==> config.mk <==
export PLATFORM = sky130hd
export DESIGN_NAME = microcode_sequencer
export DESIGN_NICKNAME = d
export VERILOG_FILES = /design/src/rtl/microcode_sequencer.sv
export SDC_FILE = /design/constraint.sdc
export NUM_CORES = 1
export LEC_CHECK = 0
export ABC_AREA = 0
export BUFFER_PORTS_ARGS = -buffer_cell sky130_fd_sc_hd__buf_2
export CAP_MARGIN = 20
export CELL_PAD_IN_SITES_DETAIL_PLACEMENT = 2
export CELL_PAD_IN_SITES_GLOBAL_PLACEMENT = 2
export CORE_UTILIZATION = 31
export CTS_BUF_LIST = sky130_fd_sc_hd__clkbuf_8
export DETAILED_ROUTE_END_ITERATION = 7
export PLACE_DENSITY = 0.94
export SETUP_SLACK_MARGIN = 0.15
export SYNTH_ARGS = -nofsm -noshare
export SYNTH_HDL_FRONTEND = slang
export SYNTH_SLANG_ARGS = --single-unit
==> constraint.sdc <==
create_clock -name clock_in -period 2.05 [get_ports clock_in]
set_input_delay 0.3075 -clock clock_in [delete_from_list [all_inputs] [get_ports clock_in]]
set_output_delay 0.3075 -clock clock_in [all_outputs]
set_load 0.005 [all_outputs]
==> src/rtl/microcode_sequencer.sv <==
// microcode_sequencer
//
// Steps through a 512x8 microcode store and turns its contents into a stream
// of 6-bit control words. Each instruction costs one FETCH cycle (store read
// latency) and one EXEC cycle, plus HOLD cycles for EMIT (until the word is
// accepted) or WAIT cycles for WAIT (until the selected condition is true).
//
// Instruction encoding (uc_data_in):
//   00dddddd  EMIT d       present d on ctrl_data_out until accepted
//   01xxxxcc  WAIT cc      stall until cond_in[cc] is 1
//   10aaaaaa  JUMP a       continue at address {a,000}
//   11xxxxxx  HALT         pulse done_out and return to IDLE
//
// Ports:
//   clock_in        single clock, rising edge
//   reset_in        synchronous, active-high reset
//   start_in        run request, only honoured in IDLE
//   uc_addr_out     registered store address (the program counter)
//   uc_data_in      store read data, valid one cycle after the address changes
//   cond_in         wait conditions selected by WAIT
//   ctrl_data_out   emitted control word
//   ctrl_valid_out  ctrl_data_out holds an unaccepted word
//   ctrl_ready_in   consumer accepts the word
//   busy_out        high whenever the sequencer is not in IDLE
//   done_out        one-cycle pulse when a run ends
//   error_out       sticky WAIT timeout flag, cleared by the next start
//
// Optional feature: define MICROCODE_WAIT_TIMEOUT_EN to abort a WAIT whose
// condition stays false for 256 cycles (sets error_out, pulses done_out).
// Without it WAIT blocks indefinitely and error_out is tied low.

module microcode_sequencer (
    input  logic       clock_in,
    input  logic       reset_in,
    input  logic       start_in,
    output logic [8:0] uc_addr_out,
    input  logic [7:0] uc_data_in,
    input  logic [3:0] cond_in,
    output logic [5:0] ctrl_data_out,
    output logic       ctrl_valid_out,
    input  logic       ctrl_ready_in,
    output logic       busy_out,
    output logic       done_out,
    output logic       error_out
);

    typedef enum logic [2:0] {
        ST_IDLE,
        ST_FETCH,
        ST_EXEC,
        ST_HOLD,
        ST_WAIT
    } state_e;

    localparam logic [1:0] OP_EMIT = 2'b00;
    localparam logic [1:0] OP_WAIT = 2'b01;
    localparam logic [1:0] OP_JUMP = 2'b10;

    state_e     state_q, state_d;
    logic [8:0] pc_q, pc_d;
    logic [5:0] ctrl_data_q, ctrl_data_d;
    logic       ctrl_valid_q, ctrl_valid_d;
    logic       done_q, done_d;
    logic [1:0] cc_q, cc_d;
`ifdef MICROCODE_WAIT_TIMEOUT_EN
    logic [7:0] wait_cnt_q, wait_cnt_d;
    logic       error_q, error_d;
`endif

    // State register: reset wins over everything, including a pending start.
    always_ff @(posedge clock_in) begin
        if (reset_in) begin
            state_q      <= ST_IDLE;
            pc_q         <= '0;
            ctrl_data_q  <= '0;
            ctrl_valid_q <= 1'b0;
            done_q       <= 1'b0;
            cc_q         <= '0;
`ifdef MICROCODE_WAIT_TIMEOUT_EN
            wait_cnt_q   <= '0;
            error_q      <= 1'b0;
`endif
        end else begin
            state_q      <= state_d;
            pc_q         <= pc_d;
            ctrl_data_q  <= ctrl_data_d;
            ctrl_valid_q <= ctrl_valid_d;
            done_q       <= done_d;
            cc_q         <= cc_d;
`ifdef MICROCODE_WAIT_TIMEOUT_EN
            wait_cnt_q   <= wait_cnt_d;
            error_q      <= error_d;
`endif
        end
    end

    // Next-state logic. Everything holds by default; done_d is a pulse and
    // therefore defaults low. The WAIT selector is captured in EXEC so the
    // wait does not depend on the store output staying stable.
    always_comb begin
        state_d      = state_q;
        pc_d         = pc_q;
        ctrl_data_d  = ctrl_data_q;
        ctrl_valid_d = ctrl_valid_q;
        done_d       = 1'b0;
        cc_d         = cc_q;
`ifdef MICROCODE_WAIT_TIMEOUT_EN
        wait_cnt_d   = wait_cnt_q;
        error_d      = error_q;
`endif

        case (state_q)
            ST_IDLE: begin
                if (start_in) begin
                    pc_d    = '0;
                    state_d = ST_FETCH;
`ifdef MICROCODE_WAIT_TIMEOUT_EN
                    error_d = 1'b0;
`endif
                end
            end

            ST_FETCH: begin
                state_d = ST_EXEC;
            end

            ST_EXEC: begin
                case (uc_data_in[7:6])
                    OP_EMIT: begin
                        ctrl_data_d  = uc_data_in[5:0];
                        ctrl_valid_d = 1'b1;
                        state_d      = ST_HOLD;
                    end
                    OP_WAIT: begin
                        cc_d       = uc_data_in[1:0];
                        state_d    = ST_WAIT;
`ifdef MICROCODE_WAIT_TIMEOUT_EN
                        wait_cnt_d = '0;
`endif
                    end
                    OP_JUMP: begin
                        pc_d    = {uc_data_in[5:0], 3'b000};
                        state_d = ST_FETCH;
                    end
                    default: begin
                        done_d  = 1'b1;
                        state_d = ST_IDLE;
                    end
                endcase
            end

            ST_HOLD: begin
                if (ctrl_valid_q && ctrl_ready_in) begin
                    ctrl_valid_d = 1'b0;
                    pc_d         = pc_q + 9'd1;
                    state_d      = ST_FETCH;
                end
            end

            ST_WAIT: begin
                // The condition is tested before the timeout so a condition
                // that comes true on the 256th cycle still resumes normally.
                if (cond_in[cc_q]) begin
                    pc_d    = pc_q + 9'd1;
                    state_d = ST_FETCH;
                end
`ifdef MICROCODE_WAIT_TIMEOUT_EN
                else if (wait_cnt_q == 8'hFF) begin
                    error_d = 1'b1;
                    done_d  = 1'b1;
                    state_d = ST_IDLE;
                end else begin
                    wait_cnt_d = wait_cnt_q + 8'd1;
                end
`endif
            end

            default: begin
                state_d = ST_IDLE;
            end
        endcase
    end

    assign uc_addr_out    = pc_q;
    assign ctrl_data_out  = ctrl_data_q;
    assign ctrl_valid_out = ctrl_valid_q;
    assign busy_out       = (state_q != ST_IDLE);
    assign done_out       = done_q;
`ifdef MICROCODE_WAIT_TIMEOUT_EN
    assign error_out      = error_q;
`else
    assign error_out      = 1'b0;
`endif

endmodule

==> results.cfg <==
[outcome]
outcome = completed

[placement]
dp_slack_ps = 275
port_buffers = 33
dpl.hpwl_mm = 3.15
routabilityCongestion = 0.773

[routing]
dr.pass1.iters = 4
drt_wl_total_mm = 4.52
routed-via-count = 1315
post_drt_wl_per_cell_um = 20.1
first_iter_violations = 35
drcViolationCount = 0
vias_per_cell = 5.84
ant_nets = 0

[sta]
post-route-min-period_ps = 2040
finClkSkew_ps = 1.18
slew-limit-headroom_pct = 64.9
max_freq_ghz = 0.491
finalSetupViolations = 0
slew_violations = 0
fin_ws_ps = 14.1
hold_viol_final = 0
whs_ps = 314
tightest_slew_ps = 511
finalCritPeriodShare_pct = 99.3

[clock_tree]
insertion_delay_ps = 260
htreeDepth = 1
root_buffer = clkbuf_8
cts_buffers = 3
cts_sinks = 22
cts_tree = done
clock_path_buffers = 2
post_cts_buffers = 0
cts.clk_slew.worst_paths_ps = 80

[logic_synthesis]
ys_seq_elements = 22
netlist_instances = 144
synth_seq_area_share_pct = 35.6
syn-cell-area_um2 = 1240
syn_nets = 161
ys_types = 49
synth_warnings = 0
avgSynthCellArea_um2 = 8.60

[power_and_ir_drop]
power_density_nw_per_um2 = 629
clockPowerShare_pct = 33.8
power_uw = 952
pwr-share-comb_pct = 17.1
power_frac_seq_pct = 49.1
worst_ir_drop_vdd_mv = 0.399
internal-power_uw = 680
swShare_pct = 28.6
net-switching-power_uw = 272
p_leak_uw = 0.000606

[global_routing]
grt_first_pass_wirelength_mm = 7.15
grt_overflow = 0
grt_usage_pct = 22.2
grt_antenna_before_repair = 0
grt_max_degree = 22
first_global_vias = 1389

[critical_path]
crit_arrival_ps = 2160
path_class = reg -> reg
reg2reg_slack_ps = 10
r2r-end = uc_addr_out[3]$_SDFFE_PP0P_
cp-end-kind = flop
r2r_start = state_q[0]$_SDFFE_PP0P_
rr_worst_depth = 4
path_max_fanout = 11
critPathRequiredTime_ps = 2180
startpoint_type = flop

[cells_and_area]
nFillCells = 442
multi_input_area_um2 = 752
final_layout_size_suffix_gt1_share_pct = 29.9
fin_util_pct = 40.4
final_cell_mix = buf_2, dfxtp_1, a21oi_1, nand2_1, nand3_1
n_antenna_cell = 0
register_area_um2 = 443
syn_to_final_growth_pct = 22.1
final_common_cell = buf_2
nets = 195

[floorplan]
dieArea_um2 = 4250
die_w_um = 65.2
die_y_um = 65.2
rows = 22
pin_count = 35
core_um2 = 3740
initial_core_util_pct = 33.1

[flow_run]
drv_cap = 0

[hold_path]
holdCritPathClass = in -> reg
hold_end = ctrl_data_out[2]$_SDFFE_PP0P_
hold_depth = 3
min-delay-start = uc_data_in[2]
[Yosys cell counts (all sizes together)]
cell type / number / area (um^2)
and4: 1 / 8.76
conb: 1 / 3.75
o211a: 1 / 10.0
a32o: 1 / 10.0
nand4: 2 / 12.5
a2bb2oi: 1 / 8.76
nor2b: 1 / 6.26
or3b: 2 / 20.0
a311oi: 3 / 26.3
inv: 4 / 15.0
nand3b: 3 / 22.5
nand2: 16 / 65.1
clkbuf: 2 / 7.51
a41o: 2 / 20.0
nor3: 6 / 30.0
nand3: 11 / 55.1
a31oi: 1 / 6.26
a21oi: 14 / 70.1
buf: 5 / 36.3
o21ai: 4 / 20.0
o21a: 3 / 22.5
nor4b: 1 / 8.76
nand4b: 1 / 8.76
a32oi: 2 / 25.0
nor3b: 1 / 18.8
nor2: 9 / 36.3
a21boi: 1 / 7.51
ha: 1 / 12.5
a211oi: 2 / 15.0
o221ai: 1 / 15.0
nand2b: 2 / 12.5
o311ai: 2 / 17.5
a221oi: 1 / 8.76
mux2i: 4 / 40.0
mux2: 1 / 11.3
o221a: 1 / 20.0
o31ai: 3 / 22.5
a22oi: 2 / 15.0
dfxtp: 22 / 440
or3: 2 / 17.5
o32ai: 1 / 8.76
[power groups by stage]
stage	Clock, uW	Combinational, uW	Sequential, uW
after floorplan	0	103	466
after global placement	0	145	473
after detailed placement	0	155	476
after CTS	325	158	467
after global routing	351	174	471
final	321	163	468
[critical path, cell delays in order, from the launching register on]
cell	delay (ps)
dfxtp_1	440
or3b_1	490
o221a_4	340
o311ai_1	450
o31ai_1	170
[area by class of cell]
| cell class | count | area share (%) |
|---|---|---|
| sequential | 22 | 29.3 |
| clock buffer | 4 | 3.64 |
| timing repair buffer | 36 | 12.4 |
| inverter | 4 | 0.993 |
| multi-input combinational | 111 | 49.7 |
| tap | 48 | 3.97 |
[kinds of logic (layout without fill, tap and decap cells)]
kind of cell	Yosys count	after routing	share of synthesized area [%]
compound gates	46	46	28.2
fa+ha+maj	1	1	1.01
buf+inv	11	44	4.75
flops	22	22	35.6
mux	5	5	4.14
other cells	1	1	0.303
simple gates	58	58	26.1
[state kept, by name, indices dropped and copies added, names as in the netlist]
register / flops
ctrl_valid_out: 1
cc_q: 2
done_out: 1
state_q: 3
ctrl_data_out: 6
uc_addr_out: 9
[worst max-delay path by stage]
stage	start	end	slack, ps	depth (start not counted)
after CTS	state_q[0]$_SDFFE_PP0P_	uc_addr_out[1]$_SDFFE_PP0P_	240	4
after global routing	state_q[0]$_SDFFE_PP0P_	uc_addr_out[3]$_SDFFE_PP0P_	-4	4
final	state_q[0]$_SDFFE_PP0P_	uc_addr_out[3]$_SDFFE_PP0P_	10	4
after global placement	state_q[1]$_SDFFE_PP0P_	uc_addr_out[1]$_SDFFE_PP0P_	370	4
after floorplan	state_q[0]$_SDFFE_PP0P_	uc_addr_out[1]$_SDFFE_PP0P_	490	5
after detailed placement	state_q[1]$_SDFFE_PP0P_	uc_addr_out[3]$_SDFFE_PP0P_	270	4
[metrics by stage]
step,cell area (um^2),instances,setup TNS [ps]
after floorplan,1240,144,0
after global placement,1440,221,0
after detailed placement,1440,221,0
after CTS,1500,225,0
after global routing,1510,225,-3.76
final,1510,225,0
[per-layer routing]
| metal | routed length [um] | part of all wire, % | track usage [%] |
|---|---|---|---|
| met2 | 2310 | 51 | 37.6 |
| met5 | 0 | 0 | 0 |
| met4 | 95 | 2.1 | 8.97 |
| met3 | 142 | 3.1 | 3.47 |
| met1 | 1980 | 44 | 27.7 |
[repair_timing]
item,in CTS,in global routing
hold buffers,0,0
gates resized for setup,0,4
endpoints found under the setup margin,0,4
No activity file was read; power rests on OpenSTA's default activity.
